File: src/rtl/commit_ctrl.sv
// Retires ROB head entries: regfile write, store release, mispredict redirect + flush; 1-cycle registered effects.
// Stalls the ROB outside RUN or while the 1-entry skid is full; rdy_i low freezes state and suppresses pulses.
module commit_ctrl #(
   parameter int ROB_IDX_W    = 4,
   parameter int WORD_W       = 32,
   parameter int FLUSH_CYCLES = 2
) (
   input  logic                 clk_in,
   input  logic                 rst_n_in,
   input  logic                 rdy_in,
   input  logic                 rob_commit_en_in,
   input  logic [ROB_IDX_W-1:0] rob_pos_in,
   input  logic [4:0]           rd_in,
   input  logic [WORD_W-1:0]    res_in,
   input  logic                 is_store_in,
   input  logic                 jump_en_in,
   input  logic [WORD_W-1:0]    jump_a_in,
   input  logic                 lsb_store_done_in,
   output logic                 commit_stall_out,
   output logic                 rf_we_out,
   output logic [4:0]           rf_rd_out,
   output logic [WORD_W-1:0]    rf_data_out,
   output logic [ROB_IDX_W-1:0] rf_rob_pos_out,
   output logic                 lsb_store_commit_out,
   output logic                 redirect_en_out,
   output logic [WORD_W-1:0]    redirect_a_out,
   output logic                 clear_branch_out,
   output logic                 skid_overflow_out,
   output logic [31:0]          commit_cnt_out
);

   typedef enum logic [1:0] {RUN, STORE_WAIT, FLUSH} state_t;

   typedef struct packed {
      logic [4:0]           rd;
      logic [WORD_W-1:0]    res;
      logic [ROB_IDX_W-1:0] pos;
      logic                 is_store;
      logic                 jump_en;
      logic [WORD_W-1:0]    jump_a;
   } entry_t;

   state_t               state_q, state_d;
   entry_t               skid_q, skid_d, in_ent, cur;
   logic                 skid_vld_q, skid_vld_d;
   logic [2:0]           flush_cnt_q, flush_cnt_d;
   logic                 ovf_q, ovf_d;
   logic [31:0]          cnt_q, cnt_d;
   logic                 rf_we_q, rf_we_d;
   logic [4:0]           rf_rd_q, rf_rd_d;
   logic [WORD_W-1:0]    rf_data_q, rf_data_d;
   logic [ROB_IDX_W-1:0] rf_pos_q, rf_pos_d;
   logic                 st_commit_q, st_commit_d;
   logic                 redir_q, redir_d;
   logic [WORD_W-1:0]    redir_a_q, redir_a_d;
   logic                 take;

   always_comb begin
      in_ent = '{rd: rd_in, res: res_in, pos: rob_pos_in, is_store: is_store_in,
                 jump_en: jump_en_in, jump_a: jump_a_in};
   end

   always_comb begin
      state_d     = state_q;
      skid_d      = skid_q;
      skid_vld_d  = skid_vld_q;
      flush_cnt_d = flush_cnt_q;
      ovf_d       = ovf_q;
      cnt_d       = cnt_q;
      rf_we_d     = 1'b0;
      rf_rd_d     = rf_rd_q;
      rf_data_d   = rf_data_q;
      rf_pos_d    = rf_pos_q;
      st_commit_d = 1'b0;
      redir_d     = 1'b0;
      redir_a_d   = redir_a_q;
      cur         = in_ent;
      take        = 1'b0;
      if (rdy_in) begin
         case (state_q)
            RUN: begin
               // A buffered commit always goes first; a new pulse colliding with it is lost.
               if (skid_vld_q) begin
                  cur        = skid_q;
                  take       = 1'b1;
                  skid_vld_d = 1'b0;
                  if (rob_commit_en_in) ovf_d = 1'b1;
               end else if (rob_commit_en_in) begin
                  take = 1'b1;
               end
               if (take) begin
                  cnt_d = cnt_q + 32'd1;
                  if (cur.rd != 5'd0 && !cur.is_store) begin
                     rf_we_d   = 1'b1;
                     rf_rd_d   = cur.rd;
                     rf_data_d = cur.res;
                     rf_pos_d  = cur.pos;
                  end
                  if (cur.is_store) st_commit_d = 1'b1;
                  if (cur.jump_en) begin
                     redir_d     = 1'b1;
                     redir_a_d   = cur.jump_a;
                     state_d     = FLUSH;
                     flush_cnt_d = 3'(FLUSH_CYCLES - 1);
                     skid_vld_d  = 1'b0;
                  end else if (cur.is_store) begin
                     state_d = STORE_WAIT;
                  end
               end
            end
            STORE_WAIT: begin
               if (lsb_store_done_in) state_d = RUN;
               if (rob_commit_en_in) begin
                  if (skid_vld_q) begin
                     ovf_d = 1'b1;
                  end else begin
                     skid_d     = in_ent;
                     skid_vld_d = 1'b1;
                  end
               end
            end
            FLUSH: begin
               if (flush_cnt_q == 3'd0) state_d = RUN;
               else flush_cnt_d = flush_cnt_q - 3'd1;
            end
            default: state_d = RUN;
         endcase
      end
   end

   always_ff @(posedge clk_in or negedge rst_n_in) begin
      if (!rst_n_in) begin
         state_q     <= RUN;
         skid_q      <= '0;
         skid_vld_q  <= 1'b0;
         flush_cnt_q <= 3'd0;
         ovf_q       <= 1'b0;
         cnt_q       <= 32'd0;
         rf_we_q     <= 1'b0;
         rf_rd_q     <= 5'd0;
         rf_data_q   <= '0;
         rf_pos_q    <= '0;
         st_commit_q <= 1'b0;
         redir_q     <= 1'b0;
         redir_a_q   <= '0;
      end else begin
         state_q     <= state_d;
         skid_q      <= skid_d;
         skid_vld_q  <= skid_vld_d;
         flush_cnt_q <= flush_cnt_d;
         ovf_q       <= ovf_d;
         cnt_q       <= cnt_d;
         rf_we_q     <= rf_we_d;
         rf_rd_q     <= rf_rd_d;
         rf_data_q   <= rf_data_d;
         rf_pos_q    <= rf_pos_d;
         st_commit_q <= st_commit_d;
         redir_q     <= redir_d;
         redir_a_q   <= redir_a_d;
      end
   end

   assign commit_stall_out     = (state_q != RUN) || skid_vld_q;
   assign rf_we_out            = rf_we_q;
   assign rf_rd_out            = rf_rd_q;
   assign rf_data_out          = rf_data_q;
   assign rf_rob_pos_out       = rf_pos_q;
   assign lsb_store_commit_out = st_commit_q;
   assign redirect_en_out      = redir_q;
   assign redirect_a_out       = redir_a_q;
   assign clear_branch_out     = (state_q == FLUSH);
   assign skid_overflow_out    = ovf_q;
   assign commit_cnt_out       = cnt_q;

endmodule

File: config.mk
export PLATFORM = sky130hd
export DESIGN_NAME = commit_ctrl
export DESIGN_NICKNAME = d
export VERILOG_FILES = /design/src/rtl/commit_ctrl.sv
export SDC_FILE = /design/constraint.sdc
export NUM_CORES = 1
export LEC_CHECK = 0
export CELL_PAD_IN_SITES_DETAIL_PLACEMENT = 0
export CELL_PAD_IN_SITES_GLOBAL_PLACEMENT = 1
export CORE_ASPECT_RATIO = 1.25
export CORE_MARGIN = 1
export CORE_UTILIZATION = 46
export CTS_CLUSTER_SIZE = 24
export DETAILED_ROUTE_END_ITERATION = 12
export DONT_BUFFER_PORTS = 1
export PLACE_DENSITY_LB_ADDON = 0.12
export SYNTH_ARGS = -nofsm -noshare
export SYNTH_HDL_FRONTEND = slang
export SYNTH_SLANG_ARGS = --single-unit
File: constraint.sdc
create_clock -name clk_in -period 1.7 [get_ports clk_in]
set_input_delay 0.255 -clock clk_in [delete_from_list [all_inputs] [get_ports clk_in]]
set_output_delay 0.255 -clock clk_in [all_outputs]
set_load 0.01 [all_outputs]
==> qor.yml <==
clkTransAtPathRegs_ns: 0.07
coreArea_sq_mm: 0.01763
port_buffers: 0
cts_hold_buf: 74
ios: 191
syn_inst: 617
worst_hold_slack_ns: -0.4758
cp_max_fo: 17
dpl.hpwl_mm: 11.95
path_cells: "or4b_4, o22ai_4, a21oi_4, buf_12, mux2_4"
synth.most_common_cell: "dfrtp_1"
maxCapViolCount: 0
yosys_most_used_dff: "dfrtp_1"
ir_worst_vdd_mv: 0.8830
root_buffer: "clkbuf_16"
fp-row-count: 54
cts_buffers: 17
gp_congestion: 0.8053
rsz0062_at_grt: "yes"
finalCriticalPeriod_ns: 1.870
fmax_mhz: 534.7
drc: 0
placed_area_sq_mm: 0.009055
drt-vias-per-instance: 5.406
cts_tree: "done"
die_x_um: 122.8
vias: 5390
critPathLaunchType: "flop"
synth_fp_nets: 700
synth_top_cell_by_area: "dfrtp_1"
wl_mm: 20.42
arrival_ns: 2.17
gr-total-overflow: 0
p_int_w: 0.01247
antenna_found_initial: 0
clk_path_buf_depth: 2
dr.first_iter.drc_count: 184
hold_path_class: "primary input to async pin"
failed_checks: "negative hold slack, negative setup slack"
synth_edf_count: 0
slew-limit-headroom: 0.6736
finalCritPeriodShare: 1.100
design_area_sq_mm: 0.01115
power_frac_seq: 0.450
syn_area_per_cell_sq_um: 13.60
r2r_cells: 5
r2r-end: "rf_data_out[8]$_DFFE_PN0P_"
clock_skew_ns: 0.005715
worst_pin_slew_ns: 0.4859
synth_top_area_frac: 0.5667
required_ns: 2.00
p_sw_w: 0.005600
leakagePower_nw: 4.921
chipHeight_um: 153.0
synth_cell_types: 44
synthTopCellsByArea: "dfrtp_1, mux2_2, mux2_4"
first_pass_iters: 4
final_layout_size_suffix_gt1_frac: 0.4269
grt_pass1_wl_mm: 30.67
hold_viol_final: 190
ff2ff_setup_slack_ns: -0.17
run_status: "complete, but fails checks"
antennaDiodeCount: 0
syn2layout_area_growth_pct: 32.90
p_clk_frac: 0.232
max_stage_delay_ns: 0.49
switching_share: 0.3099
setup_slack_ns: -0.1702
wire_per_inst_um: 20.48
synthTopCellsByCount: "dfrtp_1, mux2_2, nand2_1"
cts_max_level: 4
path_class: "flop to flop"
floorplan.initialDensity: 0.4757
fillCellCount: 1327
seq_area_frac_synth: 0.5667
ys_warn_count: 0
worst_setup_path_end_kind: "flop"
grt_pass1_vias: 5823
clock_sinks: 190
slew_violations: 0
final_nets: 844
synthArstFlopShare: 1.000
pwr_density_cell_mw_per_mm2: 1620
clock_latency_ns: 0.42
reg2reg_from: "skid_vld_q$_DFFE_PN0P_"
gr-usage-all-layers: 0.2124
synth-seq-cells: 190
final_antenna_net_count: 0
netlist_area_sq_mm: 0.008389
grt_max_degree: 191
p_comb_frac: 0.317
setup_viol: 169
cpMaxStageDelayCell: "or4b_4"
die_area_sq_mm: 0.01879
## layout make-up
class | instances | area, sq um | area share
clock buffer | 23 | 498.0 | 0.04466
clock inverter | 8 | 128.9 | 0.01156
inverter | 9 | 33.78 | 0.003030
multi-input combinational | 389 | 3707 | 0.3325
sequential | 190 | 4761 | 0.4270
tap | 224 | 280.3 | 0.02514
timing repair buffer | 154 | 1740 | 0.1561
## worst max-delay path, delay by kind of cell (launching register included)
family | cells | cell delay (ns)
simple gates | 1 | 0.49
flops | 1 | 0.48
buf+inv | 1 | 0.18
compound gates | 2 | 0.29
mux | 1 | 0.31
## cells in the final DEF, fill, tap and decap left out, drive strengths merged, types with 3 or more instances in the layout
master / instances
buf: 71
nor3: 4
o21ai: 37
nand2: 50
clkbuf: 31
dfrtp: 190
nor2b: 3
inv: 10
and2: 3
or3: 5
nand3: 15
o22ai: 3
ha: 3
xor2: 6
bufinv: 3
mux2: 152
dlygate4sd3: 74
xnor2: 25
nand4: 12
nor2: 11
nor4: 5
mux2i: 37
clkinv: 3
## logic make-up (layout without fill, tap and decap cells)
logic type      Yosys count  in the layout  share of synthesized area
fa+ha+maj                 3              3                   0.004475
flops                   190            190                     0.5667
mux                     189            189                     0.2647
xor+xnor                 31             31                    0.03236
compound gates           46             46                    0.03162
buf+inv                  39            194                    0.02595
simple gates            119            120                    0.07412
## worst max path at each step
| stage | slack, ns | end | start |
|---|---|---|---|
| final | -0.17 | rf_data_out[8]$_DFFE_PN0P_ | skid_vld_q$_DFFE_PN0P_ |
| after global routing | -0.21 | rf_rob_pos_out[3]$_DFFE_PN0P_ | skid_vld_q$_DFFE_PN0P_ |
| after CTS | -0.16 | rf_data_out[8]$_DFFE_PN0P_ | skid_vld_q$_DFFE_PN0P_ |
| after detailed placement | -0.15 | rf_data_out[20]$_DFFE_PN0P_ | skid_vld_q$_DFFE_PN0P_ |
| after global placement | -0.13 | rf_data_out[17]$_DFFE_PN0P_ | skid_vld_q$_DFFE_PN0P_ |
| after floorplan | -0.09 | skid_q[0]$_DFFE_PN0P_ | state_q[1]$_DFFE_PN0P_ |
## stage by stage
stage	std cells	util	total power, W	TNS [ns]	setup slack (ns)
finish	997	0.6323	0.01807	-15.73	-0.1702
detailed placement	868	0.5135	0.01308	-8.984	-0.1506
global route	997	0.6323	0.01905	-24.65	-0.2104
CTS	985	0.6075	0.01774	-12.71	-0.1640
global placement	868	0.5135	0.01283	-7.661	-0.1349
floorplan	617	-	0.01167	-9.425	-0.09080
## power by group through the flow
stage / Sequential, W / Combinational (W) / Clock [W]
2_1_floorplan: 0.00772 / 0.00395 / 0
3_3_place_gp: 0.00806 / 0.00477 / 0
3_5_place_dp: 0.00811 / 0.00497 / 0
4_1_cts: 0.00806 / 0.00537 / 0.00430
5_1_grt: 0.00838 / 0.00619 / 0.00448
6_report: 0.00813 / 0.00573 / 0.00420
## sequential cells by signal, summed over array words and instances (netlist names), 2 cells and up
register,count
state_q,2
commit_cnt_out,32
rf_data_out,32
flush_cnt_q,3
skid_q,75
rf_rd_out,5
redirect_a_out,32
rf_rob_pos_out,4
## per-layer routing
layer  vias up  track usage  routed length (um)
met1      2770       0.2508                8265
met5         -            0                   0
li1       2457            -                   -
met4         0      0.07143                 266
met2       144       0.3590               10500
met3        19      0.06940                1385
## timing repair
item	in CTS	in global routing
pin swaps	4	22
gates cloned	5	10
gates resized for setup	24	56
hold endpoints to repair	264	190
setup buffers	7	2
setup endpoints to repair	154	173
Note: power is estimated with default switching activity, not from simulation.
